### src/rtl/clk_en_pkg.sv
// Shared constants for the clock-enable generator: default widths, the
// legacy divisors of the serial/PWM/PID consumers and their channel slots.
// Optional feature macro: CLK_EN_PHASE_EN (per-channel phase offset on sync_clr).
package clk_en_pkg;

    localparam int CNT_W_DEF  = 32;
    localparam int NUM_CH_DEF = 3;

    // Divisors of the 100 MHz system clock used by the original consumers.
    localparam logic [31:0] DIV_SERIAL = 32'd652;
    localparam logic [31:0] DIV_PWM    = 32'd4001;
    localparam logic [31:0] DIV_PID    = 32'd8000001;

    // Channel slots of those consumers in the default configuration.
    localparam int CH_SERIAL = 0;
    localparam int CH_PWM    = 1;
    localparam int CH_PID    = 2;

    // Width of a channel index; never narrower than one bit.
    function automatic int ch_idx_w(input int num_ch);
        return (num_ch > 1) ? $clog2(num_ch) : 1;
    endfunction

endpackage

### src/rtl/clk_en_channel.sv
// One enable channel: free-running period counter, active and shadow divisor,
// pending-update flag and the registered single-cycle enable pulse.
// A new divisor only takes over at a period boundary (terminal count), while
// the channel is stopped/stalled, or on sync_clr, so no runt periods occur.
// Optional feature macro: CLK_EN_PHASE_EN adds a phase offset loaded on sync_clr.
module clk_en_channel #(
    parameter int               CNT_W   = 32,
    parameter logic [CNT_W-1:0] RST_DIV = '0
) (
    input  logic             clk_in,
    input  logic             rst_n,
    input  logic             en,
    input  logic             sync_clr,
    input  logic             wr_stb,
    input  logic [CNT_W-1:0] wr_div,
`ifdef CLK_EN_PHASE_EN
    input  logic [CNT_W-1:0] wr_phase,
`endif
    output logic             pending,
    output logic             ce
);

    logic [CNT_W-1:0] cnt_q, cnt_d;
    logic [CNT_W-1:0] active_div_q, active_div_d;
    logic [CNT_W-1:0] shadow_div_q, shadow_div_d;
    logic             pending_q, pending_d;
    logic             ce_q, ce_d;
    logic             div_zero;
    logic             at_term;
`ifdef CLK_EN_PHASE_EN
    logic [CNT_W-1:0] phase_q, phase_d;
    logic [CNT_W-1:0] shadow_phase_q, shadow_phase_d;
`endif

    // Next-state of divisor bookkeeping and the period counter.
    always_comb begin
        cnt_d        = cnt_q;
        active_div_d = active_div_q;
        shadow_div_d = shadow_div_q;
        pending_d    = pending_q;
        ce_d         = 1'b0;
`ifdef CLK_EN_PHASE_EN
        phase_d        = phase_q;
        shadow_phase_d = shadow_phase_q;
`endif

        div_zero = (active_div_q == '0);
        // >= rather than == : a divisor applied while the channel was frozen
        // may land below the held count; this ends that period on the next
        // enabled edge instead of letting the counter wrap.
        at_term  = !div_zero && (cnt_q >= active_div_q - CNT_W'(1));

        if (sync_clr && wr_stb) begin
            // A write coinciding with sync_clr takes effect at once.
            active_div_d = wr_div;
            shadow_div_d = wr_div;
            pending_d    = 1'b0;
`ifdef CLK_EN_PHASE_EN
            phase_d        = wr_phase;
            shadow_phase_d = wr_phase;
`endif
        end else begin
            if (pending_q && (sync_clr || !en || div_zero || at_term)) begin
                active_div_d = shadow_div_q;
                pending_d    = 1'b0;
`ifdef CLK_EN_PHASE_EN
                phase_d      = shadow_phase_q;
`endif
            end
            // Only reachable with pending_q=0, since the port is then ready.
            if (wr_stb) begin
                shadow_div_d = wr_div;
                pending_d    = 1'b1;
`ifdef CLK_EN_PHASE_EN
                shadow_phase_d = wr_phase;
`endif
            end
        end

        if (sync_clr) begin
`ifdef CLK_EN_PHASE_EN
            cnt_d = (phase_d < active_div_d) ? phase_d : '0;
`else
            cnt_d = '0;
`endif
        end else if (!en || div_zero) begin
            cnt_d = cnt_q;
        end else if (at_term) begin
            cnt_d = '0;
            ce_d  = 1'b1;
        end else begin
            cnt_d = cnt_q + CNT_W'(1);
        end
    end

    // State registers; reset restores the default divisor and drops any update.
    always_ff @(posedge clk_in or negedge rst_n) begin
        if (!rst_n) begin
            cnt_q        <= '0;
            active_div_q <= RST_DIV;
            shadow_div_q <= '0;
            pending_q    <= 1'b0;
            ce_q         <= 1'b0;
`ifdef CLK_EN_PHASE_EN
            phase_q        <= '0;
            shadow_phase_q <= '0;
`endif
        end else begin
            cnt_q        <= cnt_d;
            active_div_q <= active_div_d;
            shadow_div_q <= shadow_div_d;
            pending_q    <= pending_d;
            ce_q         <= ce_d;
`ifdef CLK_EN_PHASE_EN
            phase_q        <= phase_d;
            shadow_phase_q <= shadow_phase_d;
`endif
        end
    end

    assign pending = pending_q;
    assign ce      = ce_q;

endmodule

### src/rtl/clk_enable_gen.sv
// Multi-channel clock-enable generator. Each channel emits a one-cycle pulse
// every DIV clk_in cycles; divisors are rewritten through a valid/ready port
// and take effect glitch-free at the next period boundary.
// Optional feature macro: CLK_EN_PHASE_EN (adds wr_phase port).
module clk_enable_gen
    import clk_en_pkg::*;
#(
    parameter int                      NUM_CH   = NUM_CH_DEF,
    parameter int                      CNT_W    = CNT_W_DEF,
    parameter logic [NUM_CH*CNT_W-1:0] DEF_DIVS = {DIV_PID, DIV_PWM, DIV_SERIAL},
    localparam int                     CH_W     = ch_idx_w(NUM_CH)
) (
    input  logic              clk_in,
    input  logic              rst_n,
    input  logic [NUM_CH-1:0] ch_en,
    input  logic              sync_clr,
    input  logic              wr_valid,
    output logic              wr_ready,
    input  logic [CH_W-1:0]   wr_ch,
    input  logic [CNT_W-1:0]  wr_div,
`ifdef CLK_EN_PHASE_EN
    input  logic [CNT_W-1:0]  wr_phase,
`endif
    output logic [NUM_CH-1:0] ce_out
);

    logic [NUM_CH-1:0] pending;
    logic [NUM_CH-1:0] wr_stb;
    logic              wr_fire;

    // Ready mux: a channel with an update still waiting refuses new writes;
    // an index past the last channel is always accepted and dropped.
    always_comb begin
        wr_ready = 1'b1;
        for (int i = 0; i < NUM_CH; i++) begin
            if (wr_ch == CH_W'(i)) begin
                wr_ready = ~pending[i];
            end
        end
    end

    assign wr_fire = wr_valid & wr_ready;

    generate
        for (genvar gi = 0; gi < NUM_CH; gi++) begin : g_ch
            assign wr_stb[gi] = wr_fire && (wr_ch == CH_W'(gi));

            clk_en_channel #(
                .CNT_W   (CNT_W),
                .RST_DIV (DEF_DIVS[gi*CNT_W +: CNT_W])
            ) u_ch (
                .clk_in   (clk_in),
                .rst_n    (rst_n),
                .en       (ch_en[gi]),
                .sync_clr (sync_clr),
                .wr_stb   (wr_stb[gi]),
                .wr_div   (wr_div),
`ifdef CLK_EN_PHASE_EN
                .wr_phase (wr_phase),
`endif
                .pending  (pending[gi]),
                .ce       (ce_out[gi])
            );
        end
    endgenerate

endmodule

### config.mk
export PLATFORM = sky130hd
export DESIGN_NAME = clk_enable_gen
export DESIGN_NICKNAME = d
export VERILOG_FILES = /design/src/rtl/clk_en_pkg.sv /design/src/rtl/clk_en_channel.sv /design/src/rtl/clk_enable_gen.sv
export SDC_FILE = /design/constraint.sdc
export NUM_CORES = 1
export LEC_CHECK = 0
export ABC_AREA = 1
export ABC_CLOCK_PERIOD_IN_PS = 3620
export CAP_MARGIN = 20
export CORE_MARGIN = 2
export CORE_UTILIZATION = 65
export CTS_BUF_LIST = sky130_fd_sc_hd__clkbuf_8
export CTS_CLUSTER_DIAMETER = 60
export CTS_CLUSTER_SIZE = 28
export DETAILED_ROUTE_END_ITERATION = 6
export PLACE_DENSITY = 0.82
export SLEW_MARGIN = 20
export SYNTH_ARGS = -nofsm -noshare
export SYNTH_HDL_FRONTEND = slang
export SYNTH_SLANG_ARGS = --single-unit
### constraint.sdc
create_clock -name clk_in -period 3.62 [get_ports clk_in]
set_input_delay 0.543 -clock clk_in [delete_from_list [all_inputs] [get_ports clk_in]]
set_output_delay 0.543 -clock clk_in [all_outputs]
set_load 0.02 [all_outputs]
* Word level (Yosys, flattened, before mapping) *
Index checks and enable logic that the tools add are counted.
Widths: inputs -> output; s select.

cells by class
  mux-type cells = 42
  add/sub/neg operators = 6
  bitwise gates (word level) = 4
  equal/unequal tests = 5
  reductions and logical operators = 43
  $lt $le $gt $ge = 3

operators with widths
  operator               number
  $mux 32                21
  $add 32x1->32 const B  3
  $ge 32x32->1           3
  $logic_not 32->1       3
  $sub 32x1->32 const B  3
  $mux 1                 21
  $logic_and 1x1->1      12
  $logic_or 1x1->1       12
  $reduce_bool 2->1      6
  $reduce_bool 3->1      3
  $logic_not 1->1        6
  $ne 2x2->1 const B     3
  $not 1->1              3
  $eq 2x1->1 const B     1
  $eq 2x2->1 const B     1
  $logic_not 2->1        1
  $and 1x1->1            1

word-level totals
  logic and storage cells = 118
  output and inout bits = 4
  bits of input ports = 41
  register bits after elaboration = 294

* Logic depth before layout (Yosys ltp) *
  word-level depth = 8
  depth in mapped cells = 24
  depth with buffers taken out = 23

* Hierarchy *
A second synthesis with hierarchy kept.

unflattened totals
  cell total of the unflattened synthesis = 2605
  area, all modules = 19144.6 µm²

modules (own cells, without submodules)
  module                         cells each  seq. area each (µm²)  instances  area an instance (µm²)
  clk_en_channel (g_ch[1].u_ch)  866         2461.1                1          6379.9
  clk_en_channel (g_ch[0].u_ch)  864         2457.4                1          6371.1
  clk_en_channel (g_ch[2].u_ch)  862         2462.4                1          6328.6
  clk_enable_gen                 13          0.0                   1          65.1

* Least setup slack after synthesis *
OpenSTA, ideal clock, no wires.

  path type = register to register
  start point = register g_ch[1].u_ch.active_div_q[0]
  end point = register g_ch[1].u_ch.active_div_q[1]
  data required time = 3.503 ns
  data arrival time = 3.073 ns
  stages on the path, launching flop included = 23
  buffers on the path = 1
  slack = 0.431 ns
  setup time = 0.117 ns
  clock period less this slack = 3.189 ns
  cells stage by stage = dfstp_2 -> inv_1 -> ha_1 -> nand2_1 -> nor2_2 -> nand2_1 -> nor2_1 -> nand3_1 -> nor3_1 -> nand2_1 -> xor2_1 -> ha_1 -> nand2_1 -> nor2_1 -> nand2_1 -> inv_1 -> a21oi_1 -> nand3_2 -> nand2_2 -> nand2_4 -> buf_4 -> nand2_1 -> nand2_1

on the way
  cells in the longest elaborated chain, start to end = 6
  elaborated cells between the ends (all ways) = 9
  classes of those cells = add/sub: 1; order compare: 1; reduce/logical: 7

RTL lines
  what                                                      line                                        source
  start: declaration                                        clk_en_channel.sv:24                        logic [CNT_W-1:0] active_div_q, active_div_d;
  start signal: assignment                                  clk_en_channel.sv:110                       active_div_q <= active_div_d;
  $sub 32x1->32 / $logic_not 32->1 (equally long branches)  clk_en_channel.sv:51, clk_en_channel.sv:47
  $ge 32x32->1 / $logic_not 1->1 (equally long branches)    clk_en_channel.sv:51                        at_term = !div_zero && (cnt_q >= active_div_q - CNT_W'(1));
  $logic_and 1x1->1                                         clk_en_channel.sv:51
  $logic_or 1x1->1 (*)                                      clk_en_channel.sv:63                        if (pending_q && (sync_clr || !en || div_zero || at_term)) begin
  $logic_and 1x1->1 (*)                                     clk_en_channel.sv:63
  $reduce_bool 2->1 (no source line) (*)                    n/a

Mark *: on every way between the ends. The rest lies on a longest branch, timed or not.
A chain may end at the register's enable or synchronous reset.

* Final worst setup path *
  start point = register g_ch[0].u_ch.active_div_q[0]
  end point = register g_ch[0].u_ch.active_div_q[18]

on the way
  cells in the longest elaborated chain, start to end = 6
  elaborated cells between the ends (all ways) = 9
  classes of those cells = add/sub: 1; order compare: 1; reduce/logical: 7

RTL lines
  what                                                      line
  start: declaration                                        clk_en_channel.sv:24
  start signal: assignment                                  clk_en_channel.sv:110
  $sub 32x1->32 / $logic_not 32->1 (equally long branches)  clk_en_channel.sv:51, clk_en_channel.sv:47
  $ge 32x32->1 / $logic_not 1->1 (equally long branches)    clk_en_channel.sv:51
  $logic_and 1x1->1                                         clk_en_channel.sv:51
  $logic_or 1x1->1 (*)                                      clk_en_channel.sv:63
  $logic_and 1x1->1 (*)                                     clk_en_channel.sv:63
  $reduce_bool 2->1 (no source line) (*)                    n/a

Marks and branches as above.

==> impl_metrics.ini <==
[pwr]
irDropWorstVdd_v = 0.000399
power_frac_clock_pct = 24.9
power.density_mw_per_mm2 = 482
seqPwrFrac_pct = 44.4
netSwitchingPower_mw = 3.99
power_mw = 9.93
power_frac_comb_pct = 30.7
p_sw_share_pct = 40.2
power.leakage_nw = 9.73
p_int_mw = 5.94

[detailed_routing]
wire_per_inst_um = 17.2
drc = 9
wl_mm = 51.2
drt_pass1_iterations = 7
via_per_inst = 5.83
drtIter0Drc = 1781
vias = 17300
ant_nets = 0

[sta]
setup_viol = 0
fin_crit_sh_pct = 95.1
finalHoldViolations = 0
final_max_slew_viol_count = 0
tightestPinTransition_ns = 0.716
fin_crit_ns = 3.44
fmax_ghz = 0.291
fin_skew_ns = 0.0682
tns_ns = 0
maxSlewHeadroom_pct = 51.8

[floorplan]
die-width_um = 175
rows = 62
pin_count = 45
start_util_pct = 65.8
core_mm2 = 0.0287
die-area_mm2 = 0.0305
die_height_um = 175

[global_routing]
grt_max_degree = 90
grt_pass1_wl_mm = 81.1
grt_busiest_layer = met2
grt_pass1_vias = 16300
gr-usage-met1_pct = 43.8
overflow = 0
antenna_found_initial = 0
met3_usage_pct = 4.48
use_met2_pct = 55.1
grt_usage_pct = 33.0

[synth]
yosysMostFrequentCell = nand2_1
ys_seq_area_share_pct = 39.1
synth_top_area_share_pct = 36.4
syn_area_per_cell_um2 = 7.43
ys_types = 43
netlist_area_mm2 = 0.0189
synth_warnings = 0
syn-num-nets = 2688
synth_edf_count = 0
synth_cells = 2545
synthArstFlopShare_pct = 100
ys_top_cells_by_area = dfrtp_1 36%, nand2_1 15%, ha_1 6.8%
synth_ff_type = dfrtp_1
synth_commonest_cells = 751 x nand2_1, 275 x dfrtp_1, 254 x inv_1, 218 x o21ai_0, 205 x nor2_1
synth_seq_cells = 294
synth_area_leader_cell = dfrtp_1

[placed_design]
dpl.hpwl_mm = 37.4
portBuffers = 44
routabilityCongestion = 0.915

[layout]
drive_above_1_share_pct = 6.71
multi_input_area_mm2 = 0.0102
antennaDiodeCount = 0
seqCellArea_mm2 = 0.00738
syn_to_final_growth_pct = 8.98
nFillCells = 2359
fin_util_pct = 71.8
nets = 2713

[clocking]
root_buffer = clkbuf_8
cts_made_buffers = 28
clock_latency_ns = 0.66
cts.sinks = 294
cts_max_path_buffers = 3
htreeDepth = 1
cts_tree = built
clk_pin_slew_ns = 0.16

[worst_setup_path]
arrival_ns = 3.99
path_class = flop to flop
cp_max_fo = 16
worstPathRequired_ns = 4.17
end_kind = flop
worstSetupStartpointType = flop

[outcome]
status = finished with violations
violations = DRC

[worst_hold_path]
min-delay-path-class = primary input to async pin

[flow_run]
drv_cap = 0
-- cells by family (layout without fill, tap and decap cells) --
group           Yosys count  in the layout  synth area share (%)
simple gates           1293           1295                  29.3
compound gates          349            349                  9.87
fa+ha+maj               102            102                  6.75
buf+inv                 349            394                  7.75
flops                   294            294                  39.1
xor+xnor                158            158                  7.32
-- layer usage --
layer  share of wire [%]  routed length (µm)
met5                   0                   0
met4                 4.0                2040
met3                 7.0                3580
met2                  47               24200
met1                  42               21300
-- worst max-delay path, stage by stage (launching register included) --
cell and delay [ns]:
dfrtp_1 0.47, nor3_4 0.24, nand2_2 0.12, nor2_4 0.18, nand2_1 0.12, nor2_2 0.16
nand3_1 0.11, nor3_1 0.23, xnor2_1 0.21, ha_1 0.31, a21oi_1 0.13, nor2_1 0.06
nor2_1 0.09, a21oi_1 0.08, nor2_2 0.15, nand3_2 0.15, nand2_4 0.18, nand2_4 0.17
nand2_1 0.12, nand2_1 0.05
-- registers in the layout, indices dropped and copies added, names as in the netlist --
signal                  flops
g_ch.u_ch.active_div_q     96
g_ch.u_ch.ce                3
g_ch.u_ch.cnt_q            96
g_ch.u_ch.pending           3
g_ch.u_ch.shadow_div_q     96
-- layout make-up --
type                       count  area share, %
multi-input combinational   1904           49.6
inverter                     262           4.78
clock buffer                  29           1.94
sequential                   294           35.8
timing repair buffer          80           3.91
tap                          384           2.33
clock inverter                23           1.60
-- what timing repair did --
item,in CTS,in global routing
endpoints found under the hold margin,74,0
cloned,0,3
setup buffers,0,5
hold buffers,1,0
gates resized for setup,1,34
pin swaps,0,11
setup endpoints to repair,17,176
-- worst paths after layout --
path,startpoint,to,slack (ns),depth (start not counted)
worst min-delay path,rst_n,g_ch[1].u_ch.shadow_div_q[10]$_DFFE_PN0P_,0.50,2
worst max register to register,g_ch[0].u_ch.active_div_q[0]$_DFFE_PN0P_,g_ch[0].u_ch.active_div_q[18]$_DFFE_PN0P_,0.18,19
max in group asynchronous,rst_n,g_ch[2].u_ch.active_div_q[9]$_DFFE_PN1P_,2.10,3
worst min register to register,g_ch[1].u_ch.shadow_div_q[4]$_DFFE_PN0P_,g_ch[1].u_ch.shadow_div_q[4]$_DFFE_PN0P_,0.50,2
min in group clk_in,g_ch[1].u_ch.shadow_div_q[4]$_DFFE_PN0P_,g_ch[1].u_ch.shadow_div_q[4]$_DFFE_PN0P_,0.50,2
worst max-delay path,g_ch[0].u_ch.active_div_q[0]$_DFFE_PN0P_,g_ch[0].u_ch.active_div_q[18]$_DFFE_PN0P_,0.18,19
-- through the flow --
stage / setup WS (ns) / hold slack (ns) / instance area [µm²] / std cells
5_1_grt: -0.0491 / 0.525 / 20600 / 2976
3_3_place_gp: 0.151 / 0.466 / 19600 / 2915
4_1_cts: 0.00843 / 0.490 / 20300 / 2968
3_5_place_dp: -0.0140 / 0.473 / 19600 / 2915
6_report: 0.178 / 0.500 / 20600 / 2976
2_1_floorplan: 0.431 / 0.247 / 18900 / 2545
-- power groups by stage --
stage	registers [mW]	clock network [mW]	logic, mW
final	4.41	2.47	3.05
after global placement	4.42	0	2.75
after CTS	4.38	2.50	2.93
after detailed placement	4.44	0	2.90
after floorplan	4.26	0	2.22
after global routing	4.47	2.61	3.50
-- layout by cell type, fill, tap and decap left out, types with 5 or more instances in the layout --
cell / n
a21oi_1: 35
buf_4: 26
clkbuf_8: 29
clkdlybuf4s50_1: 43
clkinv_8: 7
dfrtp_1: 274
dfstp_2: 19
ha_1: 101
inv_1: 254
inv_2: 7
nand2_1: 745
nand2_2: 10
nand3_1: 144
nand3_2: 5
nand4_1: 48
nor2_1: 201
nor2_2: 15
nor2_4: 8
nor3_1: 75
nor4_1: 10
o21a_1: 5
o21ai_0: 218
o21ai_1: 16
o22ai_1: 67
xnor2_1: 44
xor2_1: 114
(Power assumes the default switching activity.)
